[src/rtl/rf_write_arbiter.sv]
// Register-file write-port arbiter. It shares one write port between the core writeback stream
// and memory load returns, and uses a 2-entry bypass FIFO to absorb core writes displaced by a starving return.
module rf_write_arbiter #(
    parameter int ADDR_W   = 5,
    parameter int DATA_W   = 32,
    parameter int MAX_WAIT = 4
) (
    input  logic              clk,
    input  logic              rst,
    input  logic              core_wr_en,
    input  logic [ADDR_W-1:0] core_addr,
    input  logic [DATA_W-1:0] core_data,
    input  logic              mem_valid,
    output logic              mem_ready,
    input  logic [ADDR_W-1:0] mem_addr,
    input  logic [DATA_W-1:0] mem_data,
    output logic              rf_wr_en,
    output logic [ADDR_W-1:0] rf_wr_addr,
    output logic [DATA_W-1:0] rf_wr_data,
    output logic [1:0]        fifo_count,
    output logic              starved
);

    typedef struct packed {
        logic [ADDR_W-1:0] addr;
        logic [DATA_W-1:0] data;
    } wr_req_t;

    localparam logic [3:0] MAX_WAIT_C = 4'(MAX_WAIT);

    wr_req_t    fifo_q [2];
    logic       head_q, head_d;
    logic [1:0] count_q, count_d;
    logic [3:0] wait_q, wait_d;
    logic       rf_en_q, rf_en_d;
    wr_req_t    rf_q, rf_d;

    wr_req_t live_req, core_req, grant_req;
    logic    fifo_nonempty, core_avail, at_max;
    logic    grant_mem, grant_core, grant_any;
    logic    pop, push, tail_idx;

    // NOTE: every always_comb output gets a default first, so no path can infer a latch.
    always_comb begin
        live_req      = '{addr: core_addr, data: core_data};
        fifo_nonempty = (count_q != 2'd0);
        core_avail    = fifo_nonempty || core_wr_en;
        core_req      = fifo_nonempty ? fifo_q[head_q] : live_req;
        at_max        = (wait_q == MAX_WAIT_C);

        // Gate on rst so that mem_ready stays low while reset is asserted.
        grant_mem  = !rst && mem_valid &&
                     (!core_avail || (at_max && (count_q != 2'd2 || !core_wr_en)));
        grant_core = !rst && !grant_mem && core_avail;
        grant_any  = grant_mem || grant_core;

        pop      = grant_core && fifo_nonempty;
        push     = core_wr_en && (grant_mem || pop);
        // When the FIFO is full and does a push and pop together, the tail equals the slot being popped.
        tail_idx = head_q ^ count_q[0];

        head_d  = pop ? ~head_q : head_q;
        count_d = count_q + {1'b0, push} - {1'b0, pop};

        grant_req = grant_mem ? '{addr: mem_addr, data: mem_data} : core_req;
        rf_d      = grant_any ? grant_req : rf_q;
        // A write to x0 still consumes the slot. It does not assert the write enable.
        rf_en_d   = grant_any && (grant_req.addr != '0);

        wait_d = wait_q;
        if (!mem_valid || grant_mem) begin
            wait_d = 4'd0;
        end else if (!at_max) begin
            wait_d = wait_q + 4'd1;
        end
    end

    // NOTE: sequential state uses non-blocking assignments only.
    always_ff @(posedge clk or posedge rst) begin
        if (rst) begin
            head_q  <= 1'b0;
            count_q <= 2'd0;
            wait_q  <= 4'd0;
            rf_en_q <= 1'b0;
            rf_q    <= '0;
        end else begin
            head_q  <= head_d;
            count_q <= count_d;
            wait_q  <= wait_d;
            rf_en_q <= rf_en_d;
            rf_q    <= rf_d;
        end
    end

    // NOTE: the FIFO storage is left unreset. The occupancy count alone decides which entries are valid.
    always_ff @(posedge clk) begin
        if (push) begin
            fifo_q[tail_idx] <= live_req;
        end
    end

    assign mem_ready  = grant_mem;
    assign rf_wr_en   = rf_en_q;
    assign rf_wr_addr = rf_q.addr;
    assign rf_wr_data = rf_q.data;
    assign fifo_count = count_q;
    assign starved    = at_max;

endmodule

[config.mk]
export PLATFORM = sky130hd
export DESIGN_NAME = rf_write_arbiter
export DESIGN_NICKNAME = d
export VERILOG_FILES = /design/src/rtl/rf_write_arbiter.sv
export SDC_FILE = /design/constraint.sdc
export NUM_CORES = 1
export LEC_CHECK = 0
export BUFFER_PORTS_ARGS = -buffer_cell sky130_fd_sc_hd__buf_2
export CORE_MARGIN = 2
export CORE_UTILIZATION = 58
export CTS_CLUSTER_SIZE = 14
export DETAILED_ROUTE_END_ITERATION = 10
export HOLD_SLACK_MARGIN = 0.1
export PLACE_DENSITY = 0.92
export SETUP_SLACK_MARGIN = 0.4
export SLEW_MARGIN = 40
export SYNTH_ARGS = -nofsm -noshare
export SYNTH_HDL_FRONTEND = slang
export SYNTH_SLANG_ARGS = --single-unit
[constraint.sdc]
create_clock -name clk -period 8.25 [get_ports clk]
set_clock_uncertainty 0.05 [all_clocks]
set_input_delay 0.4125 -clock clk [delete_from_list [all_inputs] [get_ports clk]]
set_output_delay 0.4125 -clock clk [all_outputs]
set_load 0.02 [all_outputs]
Word level (Yosys, flattened, before mapping) --
Memories as Yosys holds them, arrays and structs flattened. Index checks and enable logic that the tools add are counted.
Operators by class: add/subtract/negate cells 3, equal/unequal tests 3, muxes and demuxes 6, bitwise gates (word level) 2, reductions and logical operators 21
Operators with widths (number):
- 37-bit 2-to-1 mux | 2
- 1-bit logical AND | 8
- 4-bit 2-to-1 mux | 2
- 1-bit logical OR | 6
- 1-bit logical NOT | 5
- 5-bit nonzero test | 1
- 4-bit by 1-bit adder with 4-bit output (second input constant) | 1
- 4-bit by 3-bit == test with 1-bit output (second input constant) | 1
- 2-bit by 1-bit adder with 2-bit output | 1
- 1-bit 2-to-1 mux | 2
- 2-bit by 1-bit inequality test with 1-bit output (second input constant) | 1
- 2-bit inequality test (second input constant) | 1
- 2-bit nonzero test | 1
- 2-bit by 1-bit subtractor with 2-bit output | 1
- 1-bit inverter | 1
- 1-bit XOR | 1
Storage, ports and cells: bits in registers 45, memory bits (writable) 74, bits of input ports 78, output and inout port bits 42, word-level logic and storage cells 42, memories kept 1
Memories:
- fifo_q | words 2, width 37, rd ports 1, clocked after memory_dff 0, write ports 1, line 31 | wr_req_t fifo_q [2];

Longest topological paths before layout --
Gate-level depths: netlist of run 1.
word-level depth 13, mapped depth 15, mapped depth without buffers 12

Worst setup path after synthesis of run 1 --
Ideal clock, no wire load.
path kind register to register, start register wait_q[0], end memory fifo_q[1][0] (netlist bit) (enable), library setup time 0.483 ns, arrival time 4.092 ns, required time 7.717 ns, setup slack 3.625 ns, cell stages (with the launch flop) 10, buffers on the path 2, period minus slack after synthesis 4.625 ns, cells stage by stage dfrtp_1 -> inv_1 -> ha_1 -> nand3b_1 -> inv_2 -> a211o_1 -> buf_2 -> buf_2 -> a21oi_1 -> o21ai_0
Between the ends: cells in the longest elaborated chain, start to end 12
Ends and longest elaborated chain:
- from (decl) | line 34 | logic [3:0] wait_q, wait_d;
- from (signal assigned) | line 89 | wait_q <= wait_d;
- 4-bit by 3-bit == test with 1-bit output (*) | line 49 | at_max = (wait_q == MAX_WAIT_C);
- net starved | line 21 | output logic starved
- 1-bit logical AND (*) | line 53 | (!core_avail || (at_max && (count_q != 2'd2 || !core_wr_en)));
- 1-bit logical OR (*) | line 53
- 1-bit logical AND (*) | line 52 | grant_mem = !rst && mem_valid &&
- 1-bit logical NOT | line 54 | grant_core = !rst && !grant_mem && core_avail;
- 1-bit logical AND (2 in series) | line 54
- 1-bit logical AND | line 57 | pop = grant_core && fifo_nonempty;
- 1-bit logical OR (*) | line 58 | push = core_wr_en && (grant_mem || pop);
- 1-bit logical AND (*) | line 58
- 1-bit 2-to-1 mux (*) | line 97 | if (push) begin
- 1-bit 2-to-1 mux (not written as such) (*) | line 98 | fifo_q[tail_idx] <= live_req;
- to (decl) | line 31
The timed path passes the listed nets; every way through them passes the cells marked *.

Final worst setup path of run 1 --
start register wait_q[0], end memory fifo_q[1][19] (netlist bit) (enable)
Between the ends: cells in the longest elaborated chain, start to end 12
Ends and longest elaborated chain (line):
- 4-bit by 3-bit == test with 1-bit output (*) | 49
- 1-bit logical AND (*) | 53
- 1-bit logical OR (*) | 53
- 1-bit logical AND (*) | 52
- 1-bit logical NOT | 54
- 1-bit logical AND (2 in series) | 54
- 1-bit logical AND | 57
- 1-bit logical OR (*) | 58
- 1-bit logical AND (*) | 58
- 1-bit 2-to-1 mux (*) | 97
- 1-bit 2-to-1 mux (not written as such) (*) | 98
Every way passes the cells marked *; elsewhere a longest branch is shown, timed or not.

==> impl_metrics.yaml, run 1 <==
power_and_ir_drop:
  power_frac_clock_pct: 27.6
  internal_power_uw: 1580
  ir_drop_mv: 0.210
  pwr-share-comb_pct: 36.5
  switching_share_pct: 37.3
  switchingPower_uw: 942
  power_leakage_uw: 0.00293
  powerDensity_mw_per_mm2: 358
  seqPwrFrac_pct: 35.9
cells_and_area:
  nets: 674
  antenna_cells: 0
  syn2layout_area_growth_pct: 33.7
  final_cell_area_mm2: 0.00705
  drive_gt1_share_pct: 29.3
logic_synthesis:
  ys_types: 34
  ys.flop_type: "edfxtp_1"
  synth_compound_area_share_pct: 11.6
  synth-xor-area-share_pct: 0.830
  yosysMostFrequentCell: "edfxtp_1"
  synthSimpleGateAreaFrac_pct: 12.0
  synth_edf_count: 74
  synthMuxAreaShare_pct: 7.45
  synthesis.area_mm2: 0.00527
  ys_seq_elements: 119
  synthAdderAreaFrac_pct: 0.949
  synthTopCellsByCount: "74 x edfxtp_1, 45 x dfrtp_1, 44 x nand2_1"
  syn-num-nets: 514
  synth_largest_area_cell: "edfxtp_1"
  yosys.area.top_type_share_pct: 42.1
  async_flop_share_pct: 37.8
  yosysWarnings: 0
  syn_inst: 432
  synth.area.top_cells: "edfxtp_1 42%, dfrtp_1 21%, mux2i_1 7.0%"
  syn_avg_cell_area_um2: 12.2
  synth_seq_area_share_pct: 63.5
  synth_top_family_by_area: "simple AND/OR/NAND/NOR gates"
clock_network:
  cts_tree: "built"
  path_clk_slew_ns: 0.06
  cts_root_buf: "clkbuf_8"
  clock-sinks: 119
  cts_max_path_buffers: 2
  clk_latency_ns: 0.51
  htree_levels: 4
  numCtsBuffers: 17
  cts_setup_buffers: 0
setup_path:
  cpPeakStageDelay_ns: 0.50
  crit_type: "flip-flop to flip-flop"
  crit_chain: "inv_1, ha_1, nor4bb_1, a211o_1, buf_4, a21oi_1, o21ai_4, buf_6, buf_16"
  required_ns: 8.42
  crit_start: "wait_q[0]$_DFFE_PP0P_"
  worstSetupPathDepth: 9
  reg2reg_depth: 9
  critPathArrivalTime_ns: 3.60
  critical_path.slowest_cell: "a211o_1"
  critical_path_buf_inv_count: 4
  ff2ff_setup_slack_ns: 4.82
  r2r_start: "wait_q[0]$_DFFE_PP0P_"
  critPathLaunchType: "flip-flop"
  critPathMaxFanout: 30
  rr_endpoint: "fifo_q[1][19]$_DFFE_PP_"
  endpoint_kind: "flip-flop"
  cpLargestDelayFamily: "compound AO/OA/AOI/OAI gates"
  cp-endpoint: "fifo_q[1][19]$_DFFE_PP_"
placement:
  dpl_cell_area_mm2: 0.00599
  gp_congestion: 0.825
  io_buffers: 119
  dp_hpwl_um: 8100
timing:
  timing.final.crit_period_ns: 3.43
  worstMarginPinSlew_ns: 0.741
  fin_setup_tns_ns: 0
  slew_headroom_pct: 50.6
  post-route-period-util_pct: 41.6
  setup_viol: 0
  fmax_mhz: 292
  hold_viol_final: 0
  rsz0062_at_grt: "false"
  maxSlewViolCount: 0
die:
  coreArea_mm2: 0.00876
  fp-row-count: 34
  dieArea_mm2: 0.00987
  die_w_um: 99.4
  ios: 120
  initial_utilization_pct: 60.2
  die_y_um: 99.4
drt:
  drt.antenna.violating_nets: 0
  dr.first_iter.drc_count: 358
  finalWirelength_um: 13800
  first_pass_iters: 5
  drcViolationCount: 0
  avgRoutedWirePerCell_um: 19.3
  viasPerCell: 6.02
  vias: 4292
global_route:
  grt.overflow.total: 0
  grt_pass1_wl_um: 21600
  antenna_found_initial: 0
  grt_pass1_vias: 4358
  grt_max_degree: 73
  grtUsageTotal_pct: 28.8
worst_hold_path:
  worstHoldStart: "mem_data[7]"
  worst_hold_path_type: "input pin to flip-flop"
run:
  drv_cap: 0
run_status:
  status: "complete, no violations"
power groups by stage:
stage / combinational [µW] / sequential (µW) / clock (µW)
after floorplan: 524 / 1000 / 0
after global placement: 829 / 897 / 0
after detailed placement: 883 / 908 / 0
after CTS: 915 / 900 / 702
after global routing: 996 / 920 / 731
final: 920 / 905 / 697
area by class of cell:
type	count	area [µm²]
clock inverters	15	154
flip-flops and latches	119	3350
well taps	108	135
fillers	491	1710
multi-input cells	272	1770
clock buffers	17	414
repair buffers	177	1210
inverters	5	21.3
layer usage:
metal	track usage, %	share of wire, %	vias up	routed length (µm)
met4	14.3	2.7	0	371
met5	0	0	-	0
met2	49.5	52	261	7130
met1	34.0	38	2046	5240
li1	-	-	1947	-
met3	6.82	7.6	38	1050
worst register-to-register path, cell delays in order (launching register included):
cell      delay (ns)
dfrtp_1         0.39
inv_1           0.10
ha_1            0.20
nor4bb_1        0.32
a211o_1         0.50
buf_4           0.44
a21oi_1         0.24
o21ai_4         0.49
buf_6           0.24
buf_16          0.17
cells in the final DEF, fill, tap and decap left out, types with 4 or more instances in the layout:
| cell type | synthesis | routed |
|---|---|---|
| o311ai_0 | 8 | 8 |
| o211ai_1 | 4 | 4 |
| nor2_1 | 39 | 38 |
| ha_1 | 4 | 4 |
| dlygate4sd3_1 | 0 | 49 |
| o311ai_1 | 21 | 21 |
| nand2_1 | 44 | 44 |
| edfxtp_1 | 74 | 74 |
| nor3_1 | 4 | 4 |
| o311ai_2 | 5 | 5 |
| clkbuf_16 | 0 | 16 |
| buf_2 | 9 | 119 |
| a21oi_1 | 38 | 38 |
| xnor2_1 | 4 | 4 |
| dfrtp_1 | 45 | 44 |
| mux2i_1 | 37 | 37 |
| buf_4 | 0 | 4 |
| nand3_1 | 39 | 39 |
sequential cells by signal, indices dropped and copies added (netlist names):
register,cells
rf_wr_data,32
rf_wr_addr,5
head_q,1
wait_q,4
fifo_q,74
fifo_count,2
rf_wr_en,1
kinds of logic after synthesis:
group	after synthesis
adders and majority gates	4
and+or+nand+nor	140
DFF	119
AOI/OAI and AO/OA	84
buffers and inverters	41
xor gates and xnor gates	5
muxes	39
per-stage QoR:
stage | cells | setup slack (ns) | power, µW | hold slack [ns] | utilization, %
6_report | 713 | 4.82 | 2520 | 0.101 | 80.5
3_3_place_gp | 627 | 4.89 | 1730 | 0.411 | 67.3
3_5_place_dp | 632 | 4.96 | 1790 | 0.419 | 68.4
2_1_floorplan | 432 | 3.62 | 1530 | 0.461 | -
5_1_grt | 713 | 4.67 | 2650 | 0.107 | 80.5
4_1_cts | 713 | 4.85 | 2520 | 0.101 | 80.5
what timing repair did:
item | 4_1_cts | 5_1_grt
endpoints found under the hold margin | 130 | 0
gates resized for setup | 0 | 0
hold buffers | 49 | 0
worst min path at each step:
stage / endpoint / slack [ns] / depth (start not counted)
floorplan: fifo_q[0][0]$_DFFE_PP_ / 0.46 / 0
global placement: rf_wr_data[7]$_DFFE_PP0P_ / 0.41 / 2
detailed placement: rf_wr_data[4]$_DFFE_PP0P_ / 0.42 / 2
CTS: rf_wr_data[5]$_DFFE_PP0P_ / 0.10 / 3
global route: rf_wr_data[7]$_DFFE_PP0P_ / 0.11 / 3
finish: rf_wr_data[7]$_DFFE_PP0P_ / 0.10 / 3
Note: power is estimated with default switching activity, not from simulation.
==> run 2, diff against run 1 <==
CORE_UTILIZATION = 49   (was 58)
PLACE_DENSITY = 0.83   (was 0.92)
clock period = 2.9 ns   (was 8.25 ns; I/O delays follow)
==> run 2 against run 1 <==
Net effect: die area grew 18%; combinational power grew to 2.9 times the previous value; non-clock buffer count grew 29; largest cell class unchanged.
==> impl_metrics.yaml, run 2 (synthesized netlist as in run 1, its figures left out) <==
cells_and_area:
  drive_gt1_share_pct: 29.4
  regArea_mm2: 0.00335
  final_common_cell: "buf_2"
  multiInputGateArea_mm2: 0.00183
  fillers: 678
  regMostFlops: "fifo_q"
  antenna_cells: 0
  final_cell_mix: "119 x buf_2, 76 x dlygate4sd3_1, 74 x edfxtp_1"
  syn2layout_area_growth_pct: 42.0
  nets: 704
  largest_reg_flops: 74
die:
  die_w_um: 108
  dieArea_mm2: 0.0116
  ios: 120
  fp-row-count: 37
  initial_utilization_pct: 50.9
  die_y_um: 108
  coreArea_mm2: 0.0104
setup_path:
  critical_path.slowest_cell: "dfrtp_1"
  critPathMaxFanout: 38
  reg2reg_depth: 11
  rr_endpoint: "fifo_count[1]$_DFF_PP0_"
  endpoint_kind: "output pin"
  critPathLaunchType: "flip-flop"
  crit_chain: "inv_2, ha_4, nand3b_1, inv_2, a211o_4, and2_4, buf_12, buf_2"
  critPathArrivalTime_ns: 2.27
  ff2ff_setup_slack_ns: 0.44
  cpPeakStageDelay_ns: 0.38
  cpMostUsedCell: "inv_2"
  crit_type: "flip-flop to output pin"
  r2r_start: "wait_q[0]$_DFFE_PP0P_"
  required_ns: 2.71
drt:
  viasPerCell: 5.70
  vias: 4395
  avgRoutedWirePerCell_um: 18.2
  first_pass_iters: 5
  drcViolationCount: 0
  drt.antenna.violating_nets: 0
  dr.first_iter.drc_count: 387
  finalWirelength_um: 14000
global_route:
  antenna_found_initial: 0
  grt.overflow.total: 0
  grtUsageTotal_pct: 24.7
  grt_max_degree: 67
  grt_pass1_vias: 4534
  grt_pass1_wl_um: 21700
clock_network:
  htree_levels: 4
  cts_max_path_buffers: 2
  cts_root_buf: "clkbuf_8"
  clk_latency_ns: 0.51
  path_clk_slew_ns: 0.05
  cts_tree: "built"
  clock-sinks: 119
  numCtsBuffers: 17
worst_hold_path:
  hold_depth: 5
  worst_hold_path_type: "input pin to flip-flop"
  worstHoldStart: "core_wr_en"
  worstHoldEndpoint: "fifo_count[1]$_DFF_PP0_"
power_and_ir_drop:
  fin_total_pwr_uw: 7530
  powerDensity_mw_per_mm2: 1010
  power_leakage_uw: 0.00310
  ir_drop_mv: 0.503
timing:
  timing.final.crit_period_ns: 2.47
  worstMarginPinSlew_ns: 0.814
  slew_headroom_pct: 45.7
  rsz0062_at_grt: "false"
  maxSlewViolCount: 0
  fmax_mhz: 406
  setup_viol: 0
  fin_setup_tns_ns: 0
  post-route-period-util_pct: 85.0
  hold_viol_final: 0
  finalWorstSetupSlack_ns: 0.434
run_status:
  status: "complete, no violations"
placement:
  gp_congestion: 0.785
  place_ws_ns: 0.208
  io_buffers: 119
  dp_hpwl_um: 7880
run:
  drv_cap: 0
run 2: cell count changes in the layout (fill, tap and decap cells not counted), moves of 3 or more:
| cell | change |
|---|---|
| inv_6 | -3 |
| buf_12 | +3 |
| buf_4 | +4 |
| bufinv_16 | +3 |
| inv_2 | +3 |
| clkbuf_8 | +3 |
| clkinv_4 | -3 |
| clkbuf_1 | +4 |
| dlygate4sd3_1 | +27 |
run 2: worst max path at each step:
stage | from | end | slack (ns) | cells past startpoint
detailed placement | wait_q[0]$_DFFE_PP0P_ | fifo_q[0][16]$_DFFE_PP_ | 0.21 | 8
finish | wait_q[0]$_DFFE_PP0P_ | mem_ready | 0.43 | 8
global placement | wait_q[0]$_DFFE_PP0P_ | fifo_q[0][24]$_DFFE_PP_ | 0.33 | 7
CTS | wait_q[0]$_DFFE_PP0P_ | mem_ready | 0.31 | 8
global route | wait_q[0]$_DFFE_PP0P_ | mem_ready | 0.35 | 8
floorplan | wait_q[0]$_DFFE_PP0P_ | fifo_count[1]$_DFF_PP0_ | 0.38 | 15
run 2: power by group:
part,switching (µW),leakage [µW],internal [µW]
sequential,305,0.00123,2300
combinational,1640,0.00156,1040
clock,700,0.000309,1550
total,2640,0.00310,4890
run 2: layout make-up:
cell class	instances	area share [%]
clock buffers	24	6.28
clock inverters	8	2.24
inverters	5	0.251
multi-input cells	273	24.5
flip-flops and latches	119	44.7
well taps	136	2.27
repair buffers	206	19.7
run 2: critical path: cells and delay by family (launching register included):
kind / cells / cell delay (ns)
AND/OR/NAND/NOR: 2 / 0.33
AO/OA/AOI/OAI: 1 / 0.37
flip-flops: 1 / 0.38
adder cells (fa/ha/maj): 1 / 0.16
buffers and inverters: 4 / 0.52
run 2: metal layers:
layer	share of wire, %	up-vias	track usage, %
met4	2.4	0	10.3
met5	0	-	0
met3	8.1	35	6.42
met1	38	2141	28.2
li1	-	2001	-
met2	52	218	43.8
run 2: what timing repair did:
item / CTS / global route
pin swaps: 1 / 0
hold buffers: 76 / 0
hold endpoints to repair: 162 / 0
buffers inserted: 0 / 2
setup endpoints to repair: 14 / 53
cloned: 1 / 0
resized for setup: 1 / 6
run 2: through the flow:
stage	cell area, µm²	std cells	hold slack, ns	util, %
2_1_floorplan	5340	432	0.194	-
3_3_place_gp	6020	660	0.300	58.1
3_5_place_dp	6020	660	0.305	58.1
4_1_cts	7440	769	0.177	71.7
6_report	7490	771	0.196	72.2
5_1_grt	7490	771	0.213	72.2
